==> src/rtl/frame_stream_reader.sv <==
// frame_stream_reader
//   Walks a WIDTH x HEIGHT frame through the frame buffer read port and emits
//   it as an Avalon-ST video packet to the scaler sink. Back-pressure and the
//   one-cycle read latency of the RAM are absorbed by a 2-entry skid FIFO.
//   Each read is issued only when a FIFO slot is guaranteed for its data, so
//   the stream sustains one pixel per clock while src_ready stays high.
//
// Optional feature (macro FSR_TEST_PATTERN_EN):
//   Adds input pattern_sel. When it is high as a frame starts, that whole
//   frame is replaced by 8 vertical colour bars and rd_data is ignored.
//   Addressing and timing do not change.
//
// Ports
//   clk         VGA pixel clock (single clock domain)
//   reset_n     asynchronous active-low reset
//   enable      keep streaming whole frames while high
//   pattern_sel colour-bar select (only with FSR_TEST_PATTERN_EN)
//   rd_addr     frame buffer read address
//   rd_data     frame buffer data, valid one clock after rd_addr
//   src_data    pixel to the sink
//   src_valid   src_data/src_sop/src_eop are valid
//   src_ready   sink accepts on valid & ready at the rising edge
//   src_sop     first pixel of the frame
//   src_eop     last pixel of the frame
//   frame_done  one-cycle pulse while the eop beat is being accepted
//   busy        a frame is being read or drained
module frame_stream_reader #(
  parameter int WIDTH  = 320,
  parameter int HEIGHT = 240,
  parameter int ADDR_W = 17,
  parameter int DATA_W = 12
) (
  input  logic              clk,
  input  logic              reset_n,
  input  logic              enable,
`ifdef FSR_TEST_PATTERN_EN
  input  logic              pattern_sel,
`endif
  output logic [ADDR_W-1:0] rd_addr,
  input  logic [DATA_W-1:0] rd_data,
  output logic [DATA_W-1:0] src_data,
  output logic              src_valid,
  input  logic              src_ready,
  output logic              src_sop,
  output logic              src_eop,
  output logic              frame_done,
  output logic              busy
);

  localparam int COL_W = (WIDTH  > 1) ? $clog2(WIDTH)  : 1;
  localparam int ROW_W = (HEIGHT > 1) ? $clog2(HEIGHT) : 1;
  localparam logic [COL_W-1:0] COL_LAST = COL_W'(WIDTH - 1);
  localparam logic [ROW_W-1:0] ROW_LAST = ROW_W'(HEIGHT - 1);

  typedef enum logic [1:0] {
    IDLE   = 2'd0,
    STREAM = 2'd1,
    DRAIN  = 2'd2
  } state_t;

  state_t            state;
  logic [COL_W-1:0]  col;
  logic [ROW_W-1:0]  row;

  // Tag pipe: travels alongside the read that is currently in flight.
  logic              inflight;
  logic              tag_sop;
  logic              tag_eop;

  logic [DATA_W-1:0] fifo_data [2];
  logic [1:0]        fifo_sop;
  logic [1:0]        fifo_eop;
  logic              wr_ptr;
  logic              rd_ptr;
  logic [1:0]        fifo_count;

  logic              pop;
  logic              push;
  logic [2:0]        credit;
  logic              rd_en;
  logic              issue_first;
  logic              issue_last;
  logic [DATA_W-1:0] push_data;

  assign pop         = src_valid & src_ready;
  assign push        = inflight;
  // Slots already committed after this cycle's pop; a new read needs a free one.
  assign credit      = {1'b0, fifo_count} + {2'b00, inflight} - {2'b00, pop};
  assign rd_en       = (state == STREAM) && (credit < 3'd2);
  assign issue_first = (col == '0) && (row == '0);
  assign issue_last  = (col == COL_LAST) && (row == ROW_LAST);

  assign src_valid   = (fifo_count != 2'd0);
  assign src_data    = fifo_data[rd_ptr];
  assign src_sop     = fifo_sop[rd_ptr];
  assign src_eop     = fifo_eop[rd_ptr];
  assign frame_done  = pop & src_eop;

`ifdef FSR_TEST_PATTERN_EN
  logic       pattern_frame;
  logic       tag_pattern;
  logic [2:0] tag_bar;

  // Bar index col*8/WIDTH, found by counting the bar boundaries the column
  // has passed. This avoids a divider.
  function automatic logic [2:0] bar_of(input logic [COL_W-1:0] c);
    logic [2:0] b;
    int         c_int;
    b     = 3'd0;
    c_int = int'(c);
    for (int t = 1; t < 8; t++) begin
      if (c_int * 8 >= t * WIDTH) b = b + 3'd1;
    end
    return b;
  endfunction

  function automatic logic [11:0] bar_colour(input logic [2:0] b);
    logic [11:0] rgb;
    case (b)
      3'd0:    rgb = 12'hFFF;
      3'd1:    rgb = 12'hFF0;
      3'd2:    rgb = 12'h0FF;
      3'd3:    rgb = 12'h0F0;
      3'd4:    rgb = 12'hF0F;
      3'd5:    rgb = 12'hF00;
      3'd6:    rgb = 12'h00F;
      default: rgb = 12'h000;
    endcase
    return rgb;
  endfunction

  // The select is latched when the sop read issues. The sop read takes the
  // live value so the frame is uniform from its very first pixel.
  always_ff @(posedge clk or negedge reset_n) begin
    if (!reset_n) begin
      pattern_frame <= 1'b0;
      tag_pattern   <= 1'b0;
      tag_bar       <= 3'd0;
    end else begin
      if (rd_en && issue_first) pattern_frame <= pattern_sel;
      tag_pattern <= (rd_en && issue_first) ? pattern_sel : pattern_frame;
      tag_bar     <= bar_of(col);
    end
  end

  assign push_data = tag_pattern ? DATA_W'(bar_colour(tag_bar)) : rd_data;
`else
  assign push_data = rd_data;
`endif

  // Frame sequencing. A frame always runs to its eop. The eop acceptance
  // decides whether the next frame starts straight away or the block idles.
  always_ff @(posedge clk or negedge reset_n) begin
    if (!reset_n) begin
      state <= IDLE;
      busy  <= 1'b0;
    end else begin
      case (state)
        IDLE: begin
          if (enable) begin
            state <= STREAM;
            busy  <= 1'b1;
          end
        end
        STREAM: begin
          if (rd_en && issue_last) state <= DRAIN;
        end
        DRAIN: begin
          if (frame_done) begin
            if (enable) begin
              state <= STREAM;
            end else begin
              state <= IDLE;
              busy  <= 1'b0;
            end
          end
        end
        default: begin
          state <= IDLE;
          busy  <= 1'b0;
        end
      endcase
    end
  end

  // Read address plus column/row position of the next read to issue. All
  // three wrap together after the last pixel, so every frame begins at 0.
  always_ff @(posedge clk or negedge reset_n) begin
    if (!reset_n) begin
      rd_addr <= '0;
      col     <= '0;
      row     <= '0;
    end else if (rd_en) begin
      if (issue_last) begin
        rd_addr <= '0;
        col     <= '0;
        row     <= '0;
      end else begin
        rd_addr <= rd_addr + ADDR_W'(1);
        if (col == COL_LAST) begin
          col <= '0;
          row <= row + ROW_W'(1);
        end else begin
          col <= col + COL_W'(1);
        end
      end
    end
  end

  // One-stage tag pipe that matches the RAM read latency.
  always_ff @(posedge clk or negedge reset_n) begin
    if (!reset_n) begin
      inflight <= 1'b0;
      tag_sop  <= 1'b0;
      tag_eop  <= 1'b0;
    end else begin
      inflight <= rd_en;
      tag_sop  <= rd_en & issue_first;
      tag_eop  <= rd_en & issue_last;
    end
  end

  // Two-entry skid FIFO. The head entry drives the source outputs directly.
  always_ff @(posedge clk or negedge reset_n) begin
    if (!reset_n) begin
      fifo_data[0] <= '0;
      fifo_data[1] <= '0;
      fifo_sop     <= 2'b00;
      fifo_eop     <= 2'b00;
      wr_ptr       <= 1'b0;
      rd_ptr       <= 1'b0;
      fifo_count   <= 2'd0;
    end else begin
      if (push) begin
        fifo_data[wr_ptr] <= push_data;
        fifo_sop[wr_ptr]  <= tag_sop;
        fifo_eop[wr_ptr]  <= tag_eop;
        wr_ptr            <= ~wr_ptr;
      end
      if (pop) rd_ptr <= ~rd_ptr;
      case ({push, pop})
        2'b10:   fifo_count <= fifo_count + 2'd1;
        2'b01:   fifo_count <= fifo_count - 2'd1;
        default: fifo_count <= fifo_count;
      endcase
    end
  end

`ifndef SYNTHESIS
  // The read credit rule must never let a returning read find the FIFO full.
  fifo_no_overflow: assert property (@(posedge clk) disable iff (!reset_n)
    !(push && !pop && (fifo_count == 2'd2)));
`endif

endmodule
==> config.mk <==
export PLATFORM = sky130hd
export DESIGN_NAME = frame_stream_reader
export DESIGN_NICKNAME = d
export VERILOG_FILES = /design/src/rtl/frame_stream_reader.sv
export SDC_FILE = /design/constraint.sdc
export NUM_CORES = 1
export LEC_CHECK = 0
export ABC_AREA = 1
export BUFFER_PORTS_ARGS = -buffer_cell sky130_fd_sc_hd__clkbuf_2
export CORE_MARGIN = 4
export CORE_UTILIZATION = 35
export CTS_CLUSTER_DIAMETER = 100
export DETAILED_ROUTE_END_ITERATION = 8
export PLACE_DENSITY = 0.54
export SETUP_SLACK_MARGIN = 0.02
export SLEW_MARGIN = 20
export SYNTH_ARGS = -nofsm -noshare
export SYNTH_HDL_FRONTEND = slang
export SYNTH_SLANG_ARGS = --single-unit
==> constraint.sdc <==
create_clock -name clk -period 2.9 [get_ports clk]
set_clock_uncertainty 0.05 [all_clocks]
set_input_delay 0.29 -clock clk [delete_from_list [all_inputs] [get_ports clk]]
set_output_delay 0.29 -clock clk [all_outputs]
set_load 0.005 [all_outputs]
==> flow_metrics.py <==
metrics = {
    "routing": {
        "postRouteAntennaNets": 0,
        "vias_per_cell": 4.65,
        "firstDrtPassIters": 4,
        "drtIter0Drc": 254,
        "drc": 0,
        "vias": 3284,
        "routed_wl_um": 8790,
        "post_drt_wl_per_cell_um": 12.5,
    },
    "logic_synthesis": {
        "synth_cells": 507,
        "synth_seq_area_share_pct": 46.7,
        "synthesis.area_mm2": 0.00385,
        "ys_types": 35,
        "ys_seq_elements": 72,
        "yosys_warnings": 0,
        "synth_nets": 529,
        "yosys.area.top_type": "dfrtp_1",
        "synth_area_leaders": "dfrtp_1, nand2_1, inv_1",
        "synth_top_cell_area_share_pct": 46.7,
        "syn_area_per_cell_um2": 7.60,
    },
    "layout": {
        "synthToLayoutAreaGrowth_pct": 16.7,
        "num_antenna_cells": 0,
        "final_nets": 583,
        "drive_gt1_share_pct": 16.8,
    },
    "grt": {
        "grt.total_usage_pct": 14.6,
        "grt_pass1_wl_um": 15200,
        "grt.overflow.total": 0,
        "grt_max_degree": 37,
        "grt_pass1_vias": 3139,
        "antenna_found_initial": 0,
    },
    "sta": {
        "rsz0062_at_grt": "no",
        "period_minus_slack_ns": 2.63,
        "finalHoldWorstSlack_ns": 0.128,
        "max_slew.worst_pin.slew_ns": 0.918,
        "maxSlewHeadroom_pct": 38.8,
        "period_share_pct": 90.8,
        "setup_violations": 0,
        "drv_slew": 0,
        "fmax_mhz": 380,
        "finalHoldViolations": 0,
        "final.setup.tns_ns": 0,
        "worst_slack_ns": 0.266,
    },
    "worst_setup_path": {
        "crit_arrival_ns": 2.87,
        "end_kind": "register",
        "cp.required_ns": 3.14,
        "worstSetupStartpointType": "register",
        "critical_path_class": "reg -> reg",
        "cp_max_fo": 20,
    },
    "placed_design": {
        "dp_slack_ns": 0.222,
        "gp_congestion": 0.811,
        "hpwl_um": 6210,
        "port_buffers": 49,
    },
    "die": {
        "fp.dieW_um": 113,
        "io_pins": 50,
        "die_h_um": 113,
        "placementRows": 38,
        "start_util_pct": 35.7,
        "die_area_mm2": 0.0128,
        "core-area_mm2": 0.0108,
    },
    "clock_network": {
        "cts_tree": "done",
        "cts_buffers": 9,
        "clock_path_buffers": 2,
        "clock-sinks": 72,
        "cts_root_buf": "clkbuf_8",
        "clk_pin_slew_worst_paths_ns": 0.09,
        "insertion_delay_ns": 0.35,
        "htree_levels": 3,
    },
    "power": {
        "ir_drop_mv": 0.378,
        "total_power_uw": 4070,
        "p_leak_uw": 0.00243,
        "p_per_area_mw_per_mm2": 906,
    },
    "flow_run": {
        "cap_viol_max_count": 0,
    },
    "outcome": {
        "outcome": "finished, final reports clean",
    },
    "min_path": {
        "hold_class": "in -> reg",
    },
}
## synthesized netlist by cell type (all sizes together)
cell / count
fa: 1
nor4: 1
nand3b: 1
nor3: 2
a2bb2oi: 1
o21bai: 8
xnor2: 2
buf: 6
nand2: 178
nand4: 17
nor2: 42
nand3: 35
o21ai: 49
ha: 5
a21oi: 4
inv: 66
or2: 4
o211ai: 1
xor2: 6
clkbuf: 6
dfrtp: 72
## critical path, cell delays in order (launching register included)
cell     delay, ns
dfrtp_1       0.38
inv_1         0.08
nand2_1       0.09
nand2_1       0.13
inv_1         0.08
nand2_1       0.06
o21ai_0       0.14
nand2_1       0.11
fa_1          0.50
inv_1         0.05
nor2_2        0.14
nand2_4       0.09
buf_4         0.24
nor2_2        0.17
nand2_1       0.07
nand2_1       0.06
inv_1         0.04
nor2_1        0.10
## area by class of cell
type,instances,area (um^2)
Timing Repair Buffer,55,305
Multi-Input combinational cell,357,1740
Sequential cell,72,1800
Clock inverter,7,103
Clock buffer,9,124
Tap cell,140,175
Inverter,66,250
Fill cell,1123,6300
## routing by layer
layer / wire length, um / GRT usage (%)
met1: 4450 / 20.5
met2: 3910 / 23.0
met3: 357 / 3.21
met4: 81 / 3.85
met5: 0 / 0
## worst paths after layout
kind,cells past startpoint,end,slack (ns),from
min in group asynchronous,3,fifo_data[0]$_DFFE_PN0P_,0.49,reset_n
worst max register to register,17,rd_addr[9]$_DFFE_PN0P_,0.27,fifo_count[1]$_DFFE_PN0P_
worst min register to register,2,fifo_sop[1]$_DFFE_PN0P_,0.44,fifo_sop[1]$_DFFE_PN0P_
max in group asynchronous,3,fifo_data[15]$_DFFE_PN0P_,1.97,reset_n
worst min-delay path,3,fifo_data[22]$_DFFE_PN0P_,0.13,rd_data[10]
worst max-delay path,17,rd_addr[9]$_DFFE_PN0P_,0.27,fifo_count[1]$_DFFE_PN0P_
## layout by cell type (no fill, tap or decap), types with 5 or more instances in the layout
cell type and count:
clkbuf_2 48, clkbuf_8 9, dfrtp_1 72, ha_1 5
inv_1 60, inv_2 5, nand2_1 172, nand3_1 33
nand4_1 17, nor2_1 35, o21ai_0 41, o21ai_1 7
o21bai_1 8, xor2_1 6
## registers in the layout, indices dropped and copies added (netlist names)
name / flops
busy: 1
col: 9
fifo_count: 2
fifo_data: 24
fifo_eop: 2
fifo_sop: 2
inflight: 1
rd_addr: 17
rd_ptr: 1
row: 8
state: 2
tag_eop: 1
tag_sop: 1
wr_ptr: 1
## power breakdown
part | switching (uW) | internal, uW
logic | 982 | 592
clock network | 422 | 495
registers | 279 | 1300
## timing repair
action                                  in CTS  in global routing
hold endpoints to repair                    72                  0
buffers inserted                             0                  1
endpoints found under the setup margin       0                  6
resized for setup                            0                  1
hold buffers                                 1                  0
## metrics by stage
step           std cells  area, um^2  util, %
4_1_cts              705        4490     41.6
3_3_place_gp         688        4250     39.4
5_1_grt              706        4500     41.7
6_report             706        4500     41.7
3_5_place_dp         688        4250     39.4
2_1_floorplan        507        3850        -
## cell families after synthesis
group	share of synthesized area, %
buffers and inverters	8.24
AO/OA/AOI/OAI	8.96
AND/OR/NAND/NOR	32.1
XOR/XNOR	1.82
flip-flops	46.7
adder cells (fa/ha/maj)	2.14
Power figures use the tool's default switching activity.
